**src/rtl/visibility_accumulate_if.sv**
```systemverilog
// Bus bundle for visibility_accumulate: partial-sum input stream and the
// completed-visibility output stream with its framing error flag.
interface visibility_accumulate_if #(
  parameter int WIDTH = 4,
  parameter int ACCUM = 24
);
  logic             frame_i;
  logic             valid_i;
  logic [WIDTH-1:0] rdata_i;
  logic [WIDTH-1:0] idata_i;
  logic             valid_o;
  logic             first_o;
  logic             last_o;
  logic [ACCUM-1:0] rdata_o;
  logic [ACCUM-1:0] idata_o;
  logic             error_o;

  modport master (
    output frame_i, valid_i, rdata_i, idata_i,
    input  valid_o, first_o, last_o, rdata_o, idata_o, error_o
  );

  modport slave (
    input  frame_i, valid_i, rdata_i, idata_i,
    output valid_o, first_o, last_o, rdata_o, idata_o, error_o
  );
endinterface

```
**src/rtl/visibility_accumulate.sv**
```systemverilog
// Accumulates per-slot correlator partial sums over COUNT frames and streams
// the completed visibilities out during the last frame of each accumulation.
module visibility_accumulate #(
  parameter int WIDTH = 4,
  parameter int ACCUM = 24,
  parameter int SBITS = 3,
  parameter int CBITS = 4
) (
  input  logic               clock,
  input  logic               reset_n,
  visibility_accumulate_if.slave bus
);
  localparam int               NSLOTS = 1 << SBITS;
  localparam logic [SBITS:0]   SFULL  = (SBITS+1)'(NSLOTS);
  localparam logic [CBITS-1:0] FLAST  = '1;

  logic [SBITS:0]   s_q, s_d;
  logic [CBITS-1:0] f_q, f_d;
  logic             frame_q;
  logic             error_q, error_d;
  logic             valid_q, valid_d;
  logic             first_q, first_d;
  logic             last_q, last_d;
  logic [ACCUM-1:0] rdata_q, rdata_d;
  logic [ACCUM-1:0] idata_q, idata_d;
  logic [ACCUM-1:0] racc_q [NSLOTS];
  logic [ACCUM-1:0] iacc_q [NSLOTS];

  logic [SBITS-1:0] slot;
  logic [ACCUM-1:0] rext, iext;
  logic             accept, in_range, fall, acc_we;

  assign slot     = s_q[SBITS-1:0];
  assign rext     = ACCUM'(bus.rdata_i);
  assign iext     = ACCUM'(bus.idata_i);
  assign accept   = bus.valid_i && bus.frame_i;
  assign in_range = !s_q[SBITS];
  assign fall     = frame_q && !bus.frame_i;
  // The final frame of an accumulation feeds the output path instead of the array.
  assign acc_we   = accept && in_range && (f_q != FLAST);

  always_comb begin
    // NOTE: every _d gets a default first, so no path can leave it unassigned and infer a latch.
    s_d     = s_q;
    f_d     = f_q;
    error_d = error_q;
    valid_d = 1'b0;
    first_d = 1'b0;
    last_d  = 1'b0;
    rdata_d = rdata_q;
    idata_d = idata_q;

    if (bus.valid_i && !bus.frame_i) error_d = 1'b1;

    if (accept) begin
      if (in_range) begin
        s_d = s_q + 1'b1;
        if (f_q == FLAST) begin
          valid_d = 1'b1;
          first_d = (slot == '0);
          last_d  = (slot == SBITS'(NSLOTS - 1));
          rdata_d = racc_q[slot] + rext;
          idata_d = iacc_q[slot] + iext;
        end
      end else begin
        error_d = 1'b1;
      end
    end

    // A falling edge implies frame_i low, so it never coincides with an accepted sample.
    if (fall) begin
      s_d = '0;
      if (s_q == SFULL) f_d = f_q + 1'b1;
      else              error_d = 1'b1;
    end
  end

  // NOTE: sequential state is assigned with <= so every register samples pre-edge values.
  always_ff @(posedge clock or negedge reset_n) begin
    if (!reset_n) begin
      s_q     <= '0;
      f_q     <= '0;
      frame_q <= 1'b0;
      error_q <= 1'b0;
      valid_q <= 1'b0;
      first_q <= 1'b0;
      last_q  <= 1'b0;
      rdata_q <= '0;
      idata_q <= '0;
    end else begin
      s_q     <= s_d;
      f_q     <= f_d;
      frame_q <= bus.frame_i;
      error_q <= error_d;
      valid_q <= valid_d;
      first_q <= first_d;
      last_q  <= last_d;
      rdata_q <= rdata_d;
      idata_q <= idata_d;
    end
  end

  // NOTE: the accumulator arrays carry no reset; frame f==0 overwrites every slot before use.
  always_ff @(posedge clock) begin
    if (acc_we) begin
      racc_q[slot] <= (f_q == '0) ? rext : racc_q[slot] + rext;
      iacc_q[slot] <= (f_q == '0) ? iext : iacc_q[slot] + iext;
    end
  end

  assign bus.valid_o = valid_q;
  assign bus.first_o = first_q;
  assign bus.last_o  = last_q;
  assign bus.rdata_o = rdata_q;
  assign bus.idata_o = idata_q;
  assign bus.error_o = error_q;
endmodule

```
**src/flat_wrapper.sv**
```systemverilog
// flat-port wrapper written by rule: the top's interface ports become plain ports
module visibility_accumulate_flat 
#(
  parameter int WIDTH = 4,
  parameter int ACCUM = 24,
  parameter int SBITS = 3,
  parameter int CBITS = 4
)
  (clock, reset_n, bus_frame_i, bus_valid_i, bus_rdata_i, bus_idata_i, bus_valid_o, bus_first_o, bus_last_o, bus_rdata_o, bus_idata_o, bus_error_o);
  visibility_accumulate_if #(.WIDTH(WIDTH), .ACCUM(ACCUM)) bus_i ();
  input  logic clock;
  input  logic reset_n;
  input wire logic [$bits(bus_i.frame_i)-1:0] bus_frame_i;
  input wire logic [$bits(bus_i.valid_i)-1:0] bus_valid_i;
  input wire logic [$bits(bus_i.rdata_i)-1:0] bus_rdata_i;
  input wire logic [$bits(bus_i.idata_i)-1:0] bus_idata_i;
  output wire logic [$bits(bus_i.valid_o)-1:0] bus_valid_o;
  output wire logic [$bits(bus_i.first_o)-1:0] bus_first_o;
  output wire logic [$bits(bus_i.last_o)-1:0] bus_last_o;
  output wire logic [$bits(bus_i.rdata_o)-1:0] bus_rdata_o;
  output wire logic [$bits(bus_i.idata_o)-1:0] bus_idata_o;
  output wire logic [$bits(bus_i.error_o)-1:0] bus_error_o;
  assign bus_i.frame_i = bus_frame_i;
  assign bus_i.valid_i = bus_valid_i;
  assign bus_i.rdata_i = bus_rdata_i;
  assign bus_i.idata_i = bus_idata_i;
  assign bus_valid_o = bus_i.valid_o;
  assign bus_first_o = bus_i.first_o;
  assign bus_last_o = bus_i.last_o;
  assign bus_rdata_o = bus_i.rdata_o;
  assign bus_idata_o = bus_i.idata_o;
  assign bus_error_o = bus_i.error_o;
  visibility_accumulate #(.WIDTH(WIDTH), .ACCUM(ACCUM), .SBITS(SBITS), .CBITS(CBITS)) u_core (.clock(clock), .reset_n(reset_n), .bus(bus_i));
endmodule
```
**config.mk**
```make
export PLATFORM = sky130hd
export DESIGN_NAME = visibility_accumulate_flat
export DESIGN_NICKNAME = d
export VERILOG_FILES = /design/src/rtl/visibility_accumulate_if.sv /design/src/rtl/visibility_accumulate.sv /design/src/flat_wrapper.sv
export SDC_FILE = /design/constraint.sdc
export NUM_CORES = 1
export LEC_CHECK = 0
export BUFFER_PORTS_ARGS = -buffer_cell sky130_fd_sc_hd__buf_2
export CAP_MARGIN = 30
export CORE_ASPECT_RATIO = 1.1
export CORE_MARGIN = 2
export CORE_UTILIZATION = 45
export CTS_CLUSTER_DIAMETER = 80
export DETAILED_ROUTE_END_ITERATION = 7
export PLACE_DENSITY = 0.6
export SYNTH_ARGS = -nofsm -noshare
export SYNTH_HDL_FRONTEND = slang
export SYNTH_SLANG_ARGS = --single-unit
```
**constraint.sdc**
```tcl
create_clock -name clock -period 5.8 [get_ports clock]
set_input_delay 1.16 -clock clock [delete_from_list [all_inputs] [get_ports clock]]
set_output_delay 1.16 -clock clock [all_outputs]
set_load 0.05 [all_outputs]
```
==> summary.md <==
| Metric | Value |
|---|---|
| Fillers | 3292 |
| RSZ-0062 raised after global routing | no |
| Core Area | 40370 um2 |
| Total of cells resized after clock tree synthesis | 0 |
| Gr ovfl total | 0 |
| Layout cells sized above 1 | 0.2169 |
| Final setup viols | 0 |
| Slew Viols, Final | 0 |
| Lkg Pwr | 7.409 nW |
| Chip Height | 216.5 um |
| Ys async rst share | 0.1371 |
| # rows | 77 |
| Peak supply drop | 0.2235 mV |
| Reg2reg setup slack | 0.89 ns |
| Reg2reg path depth | 13 |
| Hpwl dp | 24.99 mm |
| Setup crit end kind | flip-flop |
| Worst relative slew slack | 0.3859 |
| Routed Antenna Nets | 0 |
| Worst EP arrival | 5.17 ns |
| WL/cell | 24.06 um |
| Worst path max stage delay | 0.81 ns |
| RePlAce Congestion | 0.7510 |
| Max capacitance violation total | 0 |
| Post-synth EDFFs | 384 |
| Slew @ Worst Pin | 0.9212 ns |
| Worst r2r dst | u_core.racc_q[7][23] |
| Slowest CP cell | dfrtp_4 |
| Vias in the first global route | 10270 |
| Post-synth cell types | 76 |
| Die span in x | 197.2 um |
| Pwr per Cell Area | 413.9 nW/um2 |
| Die area | 42690 um2 |
| Sequential share of the synthesized area | 0.7068 |
| Initial antenna violation count | 0 |
| Clock root cell | clkbuf_16 |
| ANT cells | 0 |
| Uppermost layer routed | met4 |
| CP Cell Sequence | buf_4, mux2i_1, o21ai_0, nand2_1, o221ai_1, ha_1, o21ai_0, nor2_1, or2_2, nand3_1, nor4_2, a31oi_1, nor3_1 |
| Worst min-delay path category | flip-flop to flip-flop |
| Met3 wire len | 1.880 mm |
| Worst clock skew | 0.01869 ns |
| Critical path fanouts, max | 43 |
| Family with the most delay on the worst path | simple AND/OR/NAND/NOR gates |
| Post-route clock period utilization | 0.8464 |
| CTS H-tree depth | 2 |
| Startpoint types | flip-flop |
| DR WL met2 | 20.01 mm |
| Reg clk slew, reported paths | 0.06 ns |
| Drt total wl | 42.51 mm |
| Ports | 64 |
| Post-Route M1 WL | 19.43 mm |
| Status | finished, final reports clean |
| Worst path depth | 13 |
| Cell repeated most along the worst path | o21ai_0 |
| Hold Vio Cnt, Final | 0 |
| Synth-to-layout area growth | 13.51% |
| CP Data Required Time | 6.06 ns |
| Yosys warns | 0 |
| Total number of vias | 10120 |
| Yosys reg bits | 445 |
| Postcts setup bufs | 0 |
| Minimum clock period | 4.909 ns |
| Largest net degree at the start of global routing | 63 |
| Clk sink count | 445 |
| Worst path buffer plus inverter count | 1 |
| RR Startpoint | u_core.s_q[0] |
| DR vias/cell | 5.729 |
| Post-synthesis cell area | 18470 um2 |
| Peak Freq | 0.2037 GHz |
| Synthesized instance count | 1137 |
| Global-route wire length before repair | 64.94 mm |
| Layout Nets | 1245 |
| Cts hold-fix bufs | 0 |
| Drc violations | 0 |
| Tot Pwr | 0.008678 W |
| Overall Global Routing Usage | 0.2050 |
| Initial DRC count | 714 |
| Clk Latency, worst-skew pair | 0.56 ns |
| Core Util, Final | 0.5195 |
| Final total negative setup slack | 0 ns |
| Max clock buf depth | 3 |
| TritonCTS clock tree | yes |
| Initial Util | 0.4576 |
| Synth Flop Type | edfxtp_1 |
| Net Count, Synth | 1164 |
| IO buf count | 63 |
| Worst setup path endpoint | u_core.racc_q[7][23] |
| Launch point of the worst path | u_core.s_q[0] |
| CTS Buf Count | 45 |
| Mean Syn Cell Area | 16.25 um2 |
| First-pass DRT Iterations | 5 |
| Worst hold slack | 0.4671 ns |
| Crit Path Category | flip-flop to flip-flop |
## worst min-delay path by stage
| stage | start | cells past startpoint | end |
|---|---|---|---|
| final | u_core.bus.error_o | 1 | u_core.bus.error_o |
| after global routing | u_core.bus.idata_o[3] | 2 | u_core.bus.idata_o[3] |
| after CTS | u_core.bus.error_o | 1 | u_core.bus.error_o |
| after detailed placement | u_core.bus.error_o | 1 | u_core.bus.error_o |
| after global placement | u_core.bus.error_o | 1 | u_core.bus.error_o |
| after floorplan | u_core.f_q[3] | 1 | u_core.f_q[3] |
## layout by cell type, fill, tap and decap left out, types with 5 or more instances in the layout
master,n
buf_4,25
nor4_2,5
a221oi_1,9
ha_1,13
xnor2_1,25
nand2_1,121
clkbuf_8,9
o21ai_0,42
mux2_2,17
a22o_1,6
buf_2,62
mux4_2,51
a31oi_1,5
mux2i_1,47
clkinv_2,9
nand3_1,16
nor3_1,10
inv_1,13
and2_1,5
a211oi_1,5
clkbuf_16,48
nand4_1,5
and3_1,6
nor2_1,79
nor2_4,7
nor2b_1,7
xor2_1,17
a22oi_1,9
dfrtp_1,58
edfxtp_1,384
a21oi_1,18
o21ai_1,15
mux4_1,9
clkbuf_1,10
## cell usage after synthesis, types with 4 or more instances
master	n	area share
nand2b_1	4	0.0014
buf_2	10	0.0027
mux4_1	9	0.013
nor2b_1	7	0.0024
nor3_1	11	0.0030
a21oi_1	18	0.0049
and3_1	6	0.0020
inv_1	13	0.0026
buf_4	13	0.0053
nand2_1	121	0.025
a21o_1	4	0.0016
mux2_2	17	0.010
a211oi_1	5	0.0020
edfxtp_1	384	0.62
o21ai_0	42	0.011
mux2i_1	47	0.025
nor4_1	4	0.0014
a22o_1	6	0.0028
nand4_1	5	0.0017
ha_1	13	0.0088
xnor2_1	25	0.012
dfrtp_1	61	0.083
o211ai_1	4	0.0016
a31oi_1	5	0.0017
nor4_2	5	0.0034
o21ai_1	15	0.0041
nand3_1	16	0.0043
nand4_2	4	0.0027
a221oi_1	9	0.0043
and2_1	5	0.0017
clkbuf_1	22	0.0045
nor2_1	85	0.017
xor2_1	17	0.0081
mux4_2	51	0.062
a22oi_1	9	0.0037
buf_6	6	0.0037
## final cells by class
| cell class | count | area [um2] | share of cell area |
|---|---|---|---|
| flip-flops and latches | 445 | 13070 | 0.6231 |
| multi-input cells | 619 | 5066 | 0.2416 |
| clock buffers | 67 | 1363 | 0.06498 |
| well taps | 513 | 641.9 | 0.03061 |
| repair buffers | 91 | 585.6 | 0.02793 |
| clock inverters | 16 | 186.4 | 0.008891 |
| inverters | 16 | 60.06 | 0.002864 |
## where the power goes
part / internal (W) / leakage, nW / switching (W)
sequential: 0.00397 / 4.27 / 0.0000972
clock: 0.00181 / 0.770 / 0.00119
combinational: 0.000518 / 2.37 / 0.00109
total: 0.00630 / 7.41 / 0.00238
## through the flow
step                std cells  cell area (um2)  setup WS, ns
finish                   1767            20970        0.8910
global route             1767            20970        0.4315
CTS                      1766            20940        0.8983
detailed placement       1683            19390        0.8876
global placement         1682            19370         1.009
floorplan                1137            18470        0.3801
## cells by family after synthesis
kind of cell    synth area share
flops                     0.7068
simple gates             0.07464
compound gates           0.05310
mux                       0.1123
buf+inv                  0.02228
xor+xnor                 0.01991
fa+ha+maj                0.01097
## registers in the layout, indices dropped and copies added (netlist names)
register            flops
u_core.bus.idata_o     24
u_core.racc_q         192
u_core.s_q              4
u_core.bus.valid_o      1
u_core.bus.first_o      1
u_core.iacc_q         192
u_core.bus.last_o       1
u_core.bus.error_o      1
u_core.bus.rdata_o     24
u_core.f_q              4
u_core.frame_q          1
## metal layers
metal	global-route usage	vias up
met5	0	-
met3	0.02801	60
met4	0.06341	0
met2	0.3234	256
li1	-	4550
met1	0.2980	5257
## worst register-to-register path: cells and delay by family (launching register included)
family | cells | cell delay, ns
AOI/OAI and AO/OA | 4 | 0.51
DFF | 1 | 0.81
muxes | 1 | 0.30
buffers and inverters | 1 | 0.74
adders and majority gates | 1 | 0.36
and+or+nand+nor | 6 | 1.90
(Power assumes the default switching activity.)
